File: src/rtl/sevenseg_scan_ctrl.sv
// Time-multiplexed scan controller for an N-digit common-anode 7-segment display.
// Optional per-frame brightness (PWM within the drive window) when SEG_BRIGHTNESS_EN is defined.
module sevenseg_scan_ctrl #(
  parameter int N_DIGITS     = 8,
  parameter int REFRESH_DIV  = 4096,
  parameter int BLANK_CYCLES = 64
) (
  input  logic                  clk,
  input  logic                  reset,
  input  logic                  load,
  input  logic [4*N_DIGITS-1:0] digits_in,
  input  logic [N_DIGITS-1:0]   dp_in,
  input  logic [N_DIGITS-1:0]   digit_en,
  output logic [N_DIGITS-1:0]   disp_en_n,
  output logic [7:0]            seg_n,
  output logic                  frame_start
`ifdef SEG_BRIGHTNESS_EN
  ,
  input  logic [3:0]            brightness
`endif
);

  localparam int CNT_W     = (REFRESH_DIV > 1) ? $clog2(REFRESH_DIV) : 1;
  localparam int IDX_W     = (N_DIGITS > 1) ? $clog2(N_DIGITS) : 1;
  localparam int DRIVE_LEN = REFRESH_DIV - BLANK_CYCLES;

  localparam logic [CNT_W-1:0]    SLOT_LAST = CNT_W'(REFRESH_DIV - 1);
  localparam logic [CNT_W-1:0]    BLANK_END = CNT_W'(BLANK_CYCLES);
  localparam logic [IDX_W-1:0]    IDX_LAST  = IDX_W'(N_DIGITS - 1);
  localparam logic [N_DIGITS-1:0] DIGIT0    = N_DIGITS'(1);

  // Active-low CA..CG pattern for one hex nibble.
  function automatic logic [6:0] hex_to_seg(input logic [3:0] nib);
    logic [6:0] seg;
    case (nib)
      4'h0:    seg = 7'b0000001;
      4'h1:    seg = 7'b1001111;
      4'h2:    seg = 7'b0010010;
      4'h3:    seg = 7'b0000110;
      4'h4:    seg = 7'b1001100;
      4'h5:    seg = 7'b0100100;
      4'h6:    seg = 7'b0100000;
      4'h7:    seg = 7'b0001111;
      4'h8:    seg = 7'b0000000;
      4'h9:    seg = 7'b0000100;
      4'hA:    seg = 7'b0001000;
      4'hB:    seg = 7'b1100000;
      4'hC:    seg = 7'b0110001;
      4'hD:    seg = 7'b1000010;
      4'hE:    seg = 7'b0110000;
      default: seg = 7'b0111000;
    endcase
    return seg;
  endfunction

  logic [CNT_W-1:0]      slot_cnt_q, slot_cnt_d;
  logic [IDX_W-1:0]      idx_q, idx_d;
  logic [4*N_DIGITS-1:0] shadow_digits_q, shadow_digits_d;
  logic [N_DIGITS-1:0]   shadow_dp_q, shadow_dp_d;
  logic [N_DIGITS-1:0]   shadow_en_q, shadow_en_d;
  logic                  pending_q, pending_d;
  logic [4*N_DIGITS-1:0] active_digits_q, active_digits_d;
  logic [N_DIGITS-1:0]   active_dp_q, active_dp_d;
  logic [N_DIGITS-1:0]   active_en_q, active_en_d;
  logic [N_DIGITS-1:0]   disp_en_n_q, disp_en_n_d;
  logic [7:0]            seg_n_q, seg_n_d;
  logic                  frame_start_q, frame_start_d;
  logic                  slot_wrap;
  logic                  frame_wrap;
  logic                  lit;
`ifdef SEG_BRIGHTNESS_EN
  logic [3:0]            bright_q, bright_d;
  logic [31:0]           lit_len;
  logic [31:0]           drive_pos;
`endif

  always_comb begin
    slot_wrap  = (slot_cnt_q == SLOT_LAST);
    frame_wrap = slot_wrap && (idx_q == IDX_LAST);
    slot_cnt_d = slot_wrap ? '0 : slot_cnt_q + CNT_W'(1);
    idx_d      = idx_q;
    if (slot_wrap) begin
      idx_d = (idx_q == IDX_LAST) ? '0 : idx_q + IDX_W'(1);
    end
  end

  // Shadow/active double buffer: the active copy only changes on the frame wrap,
  // and a load landing exactly on the wrap bypasses the shadow.
  always_comb begin
    shadow_digits_d = shadow_digits_q;
    shadow_dp_d     = shadow_dp_q;
    shadow_en_d     = shadow_en_q;
    pending_d       = pending_q;
    active_digits_d = active_digits_q;
    active_dp_d     = active_dp_q;
    active_en_d     = active_en_q;
    if (load && frame_wrap) begin
      shadow_digits_d = digits_in;
      shadow_dp_d     = dp_in;
      shadow_en_d     = digit_en;
      active_digits_d = digits_in;
      active_dp_d     = dp_in;
      active_en_d     = digit_en;
      pending_d       = 1'b0;
    end else if (frame_wrap && pending_q) begin
      active_digits_d = shadow_digits_q;
      active_dp_d     = shadow_dp_q;
      active_en_d     = shadow_en_q;
      pending_d       = 1'b0;
    end else if (load) begin
      shadow_digits_d = digits_in;
      shadow_dp_d     = dp_in;
      shadow_en_d     = digit_en;
      pending_d       = 1'b1;
    end
  end

`ifdef SEG_BRIGHTNESS_EN
  always_comb begin
    bright_d  = frame_wrap ? brightness : bright_q;
    lit_len   = (32'(DRIVE_LEN) * (32'(bright_q) + 32'd1)) >> 4;
    drive_pos = 32'(slot_cnt_q) - 32'(BLANK_CYCLES);
    lit       = (slot_cnt_q >= BLANK_END) && (drive_pos < lit_len);
  end
`else
  always_comb begin
    lit = (slot_cnt_q >= BLANK_END);
  end
`endif

  // Outputs are decoded from this cycle's counters and land one cycle later.
  always_comb begin
    disp_en_n_d   = '1;
    seg_n_d       = 8'hFF;
    frame_start_d = (slot_cnt_q == '0) && (idx_q == '0);
    if (lit && active_en_q[idx_q]) begin
      disp_en_n_d = ~(DIGIT0 << idx_q);
      seg_n_d     = {~active_dp_q[idx_q], hex_to_seg(active_digits_q[{idx_q, 2'b00} +: 4])};
    end
  end

  always_ff @(posedge clk or posedge reset) begin
    if (reset) begin
      slot_cnt_q      <= '0;
      idx_q           <= '0;
      shadow_digits_q <= '0;
      shadow_dp_q     <= '0;
      shadow_en_q     <= '0;
      pending_q       <= 1'b0;
      active_digits_q <= '0;
      active_dp_q     <= '0;
      active_en_q     <= '0;
      disp_en_n_q     <= '1;
      seg_n_q         <= 8'hFF;
      frame_start_q   <= 1'b0;
`ifdef SEG_BRIGHTNESS_EN
      bright_q        <= 4'hF;
`endif
    end else begin
      slot_cnt_q      <= slot_cnt_d;
      idx_q           <= idx_d;
      shadow_digits_q <= shadow_digits_d;
      shadow_dp_q     <= shadow_dp_d;
      shadow_en_q     <= shadow_en_d;
      pending_q       <= pending_d;
      active_digits_q <= active_digits_d;
      active_dp_q     <= active_dp_d;
      active_en_q     <= active_en_d;
      disp_en_n_q     <= disp_en_n_d;
      seg_n_q         <= seg_n_d;
      frame_start_q   <= frame_start_d;
`ifdef SEG_BRIGHTNESS_EN
      bright_q        <= bright_d;
`endif
    end
  end

  assign disp_en_n   = disp_en_n_q;
  assign seg_n       = seg_n_q;
  assign frame_start = frame_start_q;

endmodule
File: config.mk
export PLATFORM = sky130hd
export DESIGN_NAME = sevenseg_scan_ctrl
export DESIGN_NICKNAME = d
export VERILOG_FILES = /design/src/rtl/sevenseg_scan_ctrl.sv
export SDC_FILE = /design/constraint.sdc
export NUM_CORES = 1
export LEC_CHECK = 0
export ABC_AREA = 1
export BUFFER_PORTS_ARGS = -buffer_cell sky130_fd_sc_hd__buf_4
export CORE_ASPECT_RATIO = 0.7
export CORE_UTILIZATION = 50
export DETAILED_ROUTE_END_ITERATION = 10
export PLACE_DENSITY = 0.7
export REMOVE_ABC_BUFFERS = 1
export SLEW_MARGIN = 20
export SYNTH_ARGS = -nofsm -noshare
export SYNTH_HDL_FRONTEND = slang
export SYNTH_SLANG_ARGS = --single-unit
File: constraint.sdc
create_clock -name clk -period 12.5 [get_ports clk]
set_clock_uncertainty 0.1 [all_clocks]
set_input_delay 2.5 -clock clk [delete_from_list [all_inputs] [get_ports clk]]
set_output_delay 2.5 -clock clk [all_outputs]
set_load 0.05 [all_outputs]
==> run summary, run 1 <==
The first-pass iteration count of the detailed router is 7, and the total detailed-routing wirelength is 13.6 mm. The internal power summed over all cells is 0.000806 W. The area added between synthesis and finish is 19.6%, and the number of synthesis warnings is 0. After clock tree synthesis, the clock-pin slew on the worst setup and hold paths is 0.05 ns. After legalization and detailed placement, the total HPWL measured 8.44 mm. The library cell used most frequently in the layout, excluding fill and tap cells, is sky130_fd_sc_hd__nand2_1. The cell taking the most area after synthesis was sky130_fd_sc_hd__dfrtp_1.

STA classifies the critical path endpoint as a flop. TritonCTS built the clock tree. For this design, the CTS-stage hold fixing added 0 buffers. The analysis attributes to net switching a power of 0.000213 W. Once placement finished, the instance area stood at 6820 µm². Final number of max-transition violations: 0.

The headroom to the max-slew limit came out at 26.3%. The total area inside the core boundary comes to 11900 µm². The number of rows created at floorplan is 33.

The flow ran to the end, and the final reports show no timing, DRC or antenna violations. The slowest library cell on the worst path was sky130_fd_sc_hd__buf_4. The filler cells instantiated in the layout total 1059.

The via count of the first global-routing pass was 5063. The root buffer cell was sky130_fd_sc_hd__clkbuf_16. The first global-routing pass estimated 23.6 mm of wire. The number of resized instances in the post-cts repair step is 0. The run gives 0 ns as the post-route setup TNS. Per report_power, the sequential group accounts for 42.7% of the total. The clock period minus final worst setup slack is 3.90 ns.

Of the post-synthesis cell area, the dominant cell type holds 45.3%. The tools report the area of the mapped netlist as 6240 µm². The number of buffers created by CTS is 17. Synthesis produced 825 cells. Hold timing on the final database bottoms out at a slack of 0.378 ns.

For the worst setup path, the data required time is 12.70 ns. The run gives 0 as the final count of hold timing violations. For the number of max-cap violations, the log shows 0. The congestion estimate from routability-driven global placement came to 0.864. The clock network accounts for 52.0% of the total power. The initial utilization of the core area, before any placement, comes to 52.3%.

In this run the power density over the cells is 137 nW/µm². For the total power, the log shows 0.00102 W. The per-instance average area after synthesis is 7.57 µm², and the post-detailed-route count of antenna-violating nets is 0. The proportion of synthesized chip area in sequential cells is 52.0%. The proportion of layout cells with a drive suffix above 1 works out to 14.3%. Once the clock tree was built, the setup fixing pass inserted 0 buffers. The number of levels the H-tree was split into is 4, and the fmax is 256 MHz. The count of buffers added on input and output ports is 67.

Entering global routing, the biggest net connects 97 pins. In this run the worst path has a maximum fanout of 96. For the count of cell types in the netlist, the log shows 28.

Number of diodes added for antenna fixing: 0. Combinational logic burns 5.3% of the power. The DRC violation count after routing came out at 0. After the last flow step, the layout net total stands at 945. Average wire length per cell after detail routing: 13.0 µm.

The top cell types in the final layout, fill and taps aside, are 290 x sky130_fd_sc_hd__nand2_1, 119 x sky130_fd_sc_hd__nor2_1, 113 x sky130_fd_sc_hd__dfrtp_1. The part of the cycle the worst path needs came out at 31.2%. The critical path class was input pin to flop. The later pin in the worst-skew pair is clocked with a latency of 0.41 ns.

For the total global routing overflow, the log shows 0. Setup violations remaining at the end of the flow were counted as 0. The tightest min-delay check is of the flop to flop type. For the worst setup path, the data arrival time is 4.10 ns. In this design, the stage delay of the slowest critical-path cell is 0.68 ns. The total number of vias was 5215. The detailed-route vias per instance is 4.96. The maximum clock path buffer count is 2, and the leakage dissipation is 4.07 nW. Net switching is 20.9% of the power. The die covers 12900 µm².

For this design, the sink count on the clock tree is 129. Yosys attributes the largest share of cell area to sky130_fd_sc_hd__dfrtp_1 45%, sky130_fd_sc_hd__nand2_1 17%, sky130_fd_sc_hd__nor2_1 7.2%. Setup repair after global routing left no endpoint under its margin.

The die is 95.5 µm tall. The flip-flop and latch count after synthesis works out to 129. Traced cell by cell, the critical path runs through buf_4, or2_2, nand4_4, buf_4, nor2_1, nand2_1, nand2_1. In this run, the number of DRC markers left after iteration 0 of detailed routing was 383. The initial antenna violation count was 0; the global-route usage over all layers was 23.7%. Measured on the finished design, the core utilization comes to 62.5%. For the maximum resistive drop on vdd, the log shows 0.103 mV. Measured along the x axis, the die boundary spans 136 µm.

The slew at the pin with the worst max-slew slack was 1.11 ns. For this design the top-level I/O count stands at 68. The tools report the startpoint kind of the worst setup timing path as an input pin. Post-route standard cell area excluding fillers: 7460 µm².
-- per-stage QoR --
| stage | std cells | setup slack (ns) |
|---|---|---|
| floorplan | 790 | 6.49 |
| global placement | 1019 | 8.24 |
| detailed placement | 1019 | 8.21 |
| CTS | 1051 | 8.63 |
| global route | 1051 | 8.45 |
| finish | 1051 | 8.60 |
-- worst max-delay path, delay by kind of cell --
family	cells	cell delay (ns)
buffers and inverters	2	0.80
and+or+nand+nor	5	0.67
-- power by group through the flow --
stage,registers [W],clock network (W),logic [W]
after CTS,0.000435,0.000538,0.0000546
after global placement,0.000442,0,0.0000524
after global routing,0.000436,0.000558,0.0000626
after detailed placement,0.000442,0,0.0000543
final,0.000435,0.000530,0.0000539
after floorplan,0.000442,0,0.0000337
-- logic make-up (layout without fill, tap and decap cells) --
family                   after synthesis  after routing  synth area share [%]
AND/OR/NAND/NOR                      477            477                  30.5
adder cells (fa/ha/maj)               13             13                  2.61
AO/OA/AOI/OAI                         64             64                  5.33
flip-flops                           129            129                  52.0
XOR/XNOR                               5              5                 0.702
buffers and inverters                137            206                  8.80
-- state kept, by name, summed over array words and instances, names as in the netlist --
name and cells:
disp_en_n 8, frame_start 1, idx_q 3, seg_n 8, active_dp_q 8, pending_q 1
slot_cnt_q 12, active_en_q 8, active_digits_q 32, shadow_en_q 8, shadow_digits_q 32, shadow_dp_q 8
-- path summary, 6_finish.rpt --
kind	startpoint	depth (start not counted)	slack, ns	to
hold reg to reg	active_digits_q[3]	2	0.38	active_digits_q[3]
setup / recovery	load	7	8.60	active_dp_q[2]
hold / removal	active_digits_q[3]	2	0.38	active_digits_q[3]
setup reg to reg	idx_q[1]	7	9.49	seg_n[0]
min in group asynchronous	reset	2	2.15	shadow_en_q[0]
max in group asynchronous	reset	3	8.79	slot_cnt_q[9]
-- cell usage after synthesis --
| cell | count |
|---|---|
| sky130_fd_sc_hd__buf_4 | 2 |
| sky130_fd_sc_hd__xnor2_1 | 1 |
| sky130_fd_sc_hd__a21oi_1 | 53 |
| sky130_fd_sc_hd__clkbuf_1 | 14 |
| sky130_fd_sc_hd__buf_1 | 7 |
| sky130_fd_sc_hd__o31ai_1 | 1 |
| sky130_fd_sc_hd__nand4_2 | 1 |
| sky130_fd_sc_hd__o21ai_1 | 1 |
| sky130_fd_sc_hd__nand2_1 | 290 |
| sky130_fd_sc_hd__nand2_2 | 1 |
| sky130_fd_sc_hd__dfstp_2 | 16 |
| sky130_fd_sc_hd__nand4_1 | 3 |
| sky130_fd_sc_hd__a32o_1 | 2 |
| sky130_fd_sc_hd__nor3_1 | 4 |
| sky130_fd_sc_hd__o21ai_0 | 7 |
| sky130_fd_sc_hd__buf_6 | 2 |
| sky130_fd_sc_hd__buf_2 | 10 |
| sky130_fd_sc_hd__nand3_1 | 56 |
| sky130_fd_sc_hd__inv_2 | 2 |
| sky130_fd_sc_hd__dfrtp_1 | 113 |
| sky130_fd_sc_hd__inv_1 | 99 |
| sky130_fd_sc_hd__nor3_2 | 1 |
| sky130_fd_sc_hd__nor3_4 | 1 |
| sky130_fd_sc_hd__nor2_1 | 119 |
| sky130_fd_sc_hd__ha_1 | 13 |
| sky130_fd_sc_hd__xor2_1 | 4 |
| sky130_fd_sc_hd__clkinv_1 | 1 |
| sky130_fd_sc_hd__or2_2 | 1 |
-- metal layers --
metal,share of wire (%),global-route usage (%),vias to the layer above
met5,0,0,-
met4,1.6,9.64,0
met3,5.9,4.52,22
met2,44,36.4,181
met1,49,33.1,2384
li1,-,-,2628
-- cell type report --
class                   count  area [µm²]  area share [%]
multi-input cells         559        2450            32.9
well taps                 157         196            2.63
flip-flops and latches    129        3250            43.5
repair buffers             72         541            7.24
clock inverters            10         155            2.08
inverters                 102         385            5.16
clock buffers              22         484            6.49
Power figures use the tool's default switching activity.
==> run 2: changes to the inputs <==
Settings changed: ABC_AREA 1 to 0.
Clock period 12.5 ns to 3.91 ns, I/O delays scaled along.
==> run 2 against run 1 <==
  * Via count down 24%
  * Register-to-register slack got worse by 8.6 ns
  * Non-clock buffer count grew 2
  * Hold slack got worse by 0.0093 ns
  * Cell count decreased by 31%
  * Total power rose to 3.2 times the previous value
  * Setup slack got worse by 7.7 ns
  * Final area fell by 5.7%
  * Critical path depth rose by 1
  * First-iteration DRC count is 39% lower
  * Combinational power rose to 4.6 times the previous value
  * Critical path type is now flop to flop
  * Critical endpoint is now seg_n[0]
  * Largest cell class unchanged
==> run summary, run 2 <==
Summing over every cut layer, the via total after detailed routing is 3959. For the worst-skew pair, the clock arrives at the later sink with an insertion delay of 0.41 ns. For this design, the slowest cell found on the critical path is sky130_fd_sc_hd__dfrtp_1.

In the post-synthesis netlist, the cell with the most instances is sky130_fd_sc_hd__dfrtp_1. The commonest register cell after synthesis was sky130_fd_sc_hd__dfrtp_1. Routability-driven placement finished with a final weighted congestion of 0.816. In this run the deepest clock path goes through 2 buffers. Setup violations remaining at the end of the flow were counted as 0. Buffers inserted during clock tree synthesis total 17. The clock period minus final worst setup slack is 3.02 ns, and the worst hold slack across all endpoints is 0.369 ns. Setup slack on the critical path of the routed design comes to 0.893 ns. The most common library cell in the layout ignoring fill and taps was sky130_fd_sc_hd__dfrtp_1. The area of the mapped netlist was 5840 µm². The logs give 0 for the number of max-cap violations and 0.331 mV for the maximum resistive drop on vdd. The startpoint kind of the worst setup timing path is a flop. For the worst setup path, the data required time is 4.13 ns. In the final layout, the share of cells above drive strength 1 is 33.6%.

The total detailed-routing wirelength came out at 11.6 mm. Synthesis produced a netlist whose cell count is 496. The number of gates resized after CTS was 0.

For the worst setup path, the data arrival time is 3.24 ns. In this run the biggest area consumer among cell types represents 48.5% of the synthesized area. Adding up every negative setup slack in the final design gives 0 ns. Yosys attributes the largest share of cell area to sky130_fd_sc_hd__dfrtp_1 48%, sky130_fd_sc_hd__mux2_2 9.8%, sky130_fd_sc_hd__dfstp_2 7.2%. Derived from the worst setup path, the maximum achievable clock frequency is 331 MHz. The number of standard cells in the layout, taps in and fillers out came out at 724. Share of async-settable or async-resettable flops after synthesis: 100%. The count of pins on the block boundary was 68; the flip-flop and latch count after synthesis was 129. The ratio of total power to cell area came out at 470 nW/µm². Buffers added to address setup during post-CTS repair amount to 0. The post-detailed-route count of antenna-violating nets is 0.

The root buffer cell was sky130_fd_sc_hd__clkbuf_16. The die is 131 µm wide. For this run, design rule violations remaining after detail routing come to 0. The floorplan has 32 rows. In this design, the stage delay of the slowest critical-path cell is 0.67 ns. The synthesized netlist contains 49 unique library cells.

The top cell types in the final layout, fill and taps aside, are 113 x sky130_fd_sc_hd__dfrtp_1, 73 x sky130_fd_sc_hd__buf_4, 68 x sky130_fd_sc_hd__nand2_1. After clock tree synthesis, the flow added hold-fix buffers numbering 0. In the final layout, the registers with the most flip-flops are active_digits_q: 32 flops, shadow_digits_q: 32 flops, slot_cnt_q: 12 flops. The average wire length per cell after detail routing works out to 16.0 µm. The die is 92.4 µm tall. Sorting the synthesized cells by how often they occur yields 113 x sky130_fd_sc_hd__dfrtp_1, 68 x sky130_fd_sc_hd__nand2_1, 51 x sky130_fd_sc_hd__mux2_2, 49 x sky130_fd_sc_hd__o22ai_1, 40 x sky130_fd_sc_hd__o21ai_1. The run gives 129 as the number of clock sinks.

The tools report the area of the die as 12100 µm². The core region is 11200 µm². Summing all placed instances gives a cell area of 6420 µm². The via count of the first global-routing pass was 3944.

The number of antenna diodes in the final layout is 0. Once layout is done, the placed cells without fillers occupy 7040 µm². The worst min-delay path class is input pin to async pin. The initial utilization of the core area, before any placement, comes to 52.2%.

The number of buffers and inverters on the critical path is 2. The tools report the pin count of the biggest net entering global routing as 97. For the worst flop-to-flop path, the logic depth is 8. The number of synthesis warnings is 0, and the leakage dissipation is 3.10 nW. Prior to clock tree synthesis, the placed netlist has a worst setup slack of 0.904 ns. Headroom to the max-slew limit came out at 43.9%. Relative to the synthesized area, the layout overhead comes to 20.6%. The number of enable-type register cells in the synthesized netlist is 0. The final number of max-transition violations came out at 0. At the pin with the least slew margin, the transition time is 0.841 ns. Walking the worst path, the cells encountered are mux4_2, mux2i_1, inv_1, ha_1, inv_1, nor3_1, a21o_1, a221o_1.

STA classifies the critical path endpoint as a flop. Including well taps, the total number of placed cells is 692. The critical path's top delay family is multiplexers. The final layout contains 622 nets.

In this run the worst path has a maximum fanout of 9. The clock-pin slew on the worst setup and hold paths is 0.06 ns, and the HPWL after detailed placement is 7.59 mm. The flow ran to the end, and the final reports show no timing, DRC or antenna violations. The average instance in the mapped netlist occupies 11.8 µm².

The total of fill cells in the finished design was 878. The starting DRC count in detailed routing came out at 235. TritonCTS built the clock tree.

Setup repair after global routing left no endpoint under its margin. Detailed-route vias per instance: 5.47. The critical path depth in cells is 8. Critical path class: flop to flop. For this run the aggregate overflow at the end of global routing stands at 0. The largest total area in the synthesized netlist belongs to sky130_fd_sc_hd__dfrtp_1.

The final count of hold timing violations is 0. The count of input and output buffers works out to 67. The logs give 4 for the number of levels the H-tree was split into and 55.7% for the proportion of synthesized chip area in sequential cells. The first global-routing pass estimated 19.7 mm of wire. The initial antenna violation count came out at 0. Global routing used 20.9% of the available tracks across all layers. For this run, the detailed router's first-pass iteration total came to 4. The worst path uses 77.2% of the clock period. The dominant cell type by count on the critical path was sky130_fd_sc_hd__inv_1.
==> run 2: cell count changes after synthesis, moves of 10 or more <==
| cell | change |
|---|---|
| sky130_fd_sc_hd__nand3_1 | -45 |
| sky130_fd_sc_hd__inv_1 | -89 |
| sky130_fd_sc_hd__o21ai_1 | +39 |
| sky130_fd_sc_hd__mux2_2 | +51 |
| sky130_fd_sc_hd__nor2_1 | -105 |
| sky130_fd_sc_hd__nand2_1 | -222 |
| sky130_fd_sc_hd__o22ai_1 | +49 |
| sky130_fd_sc_hd__mux4_2 | +10 |
| sky130_fd_sc_hd__a21oi_1 | -51 |
==> run 2: area by class of cell <==
class | count | area, µm² | share of cell area, %
well taps | 153 | 191 | 2.72
multi-input cells | 325 | 2370 | 33.7
clock buffers | 19 | 453 | 6.44
repair buffers | 74 | 568 | 8.07
clock inverters | 13 | 159 | 2.26
flip-flops and latches | 129 | 3250 | 46.2
inverters | 11 | 43.8 | 0.622
==> run 2: power breakdown <==
group	internal [W]	leakage [nW]	switching [W]
Combinational	0.000127	1.23	0.000120
Clock	0.00104	0.297	0.000577
Sequential	0.00141	1.58	0.0000371
Total	0.00257	3.10	0.000734
==> run 2: cell families after synthesis <==
group / synth area share, %
AO/OA/AOI/OAI: 11.9
XOR/XNOR: 1.35
adder cells (fa/ha/maj): 2.79
buffers and inverters: 3.84
flip-flops: 55.7
multiplexers: 15.4
AND/OR/NAND/NOR: 9.07
==> run 2: metal layers <==
layer / vias to the layer above / wire (µm) / GRT usage (%)
li1: 1911 / - / -
met1: 1956 / 5790 / 30.8
met2: 85 / 5250 / 30.5
met3: 7 / 458 / 4.60
met4: 0 / 64 / 7.25
met5: - / 0 / 0
==> run 2: final timing paths <==
kind,slack (ns),startpoint,to
max in group asynchronous,2.53,reset,active_digits_q[7]
worst min-delay path,0.37,reset,shadow_dp_q[2]
worst min register to register,0.38,active_dp_q[7],active_dp_q[7]
worst max-delay path,0.89,idx_q[0],seg_n[0]
worst max register to register,0.89,idx_q[0],seg_n[0]
min in group clk,0.38,active_dp_q[7],active_dp_q[7]
==> run 2: stage by stage <==
step,power (W),util (%)
floorplan,0.00161,-
global placement,0.00171,57.5
detailed placement,0.00172,57.5
CTS,0.00334,63.0
global route,0.00344,63.0
finish,0.00331,63.0
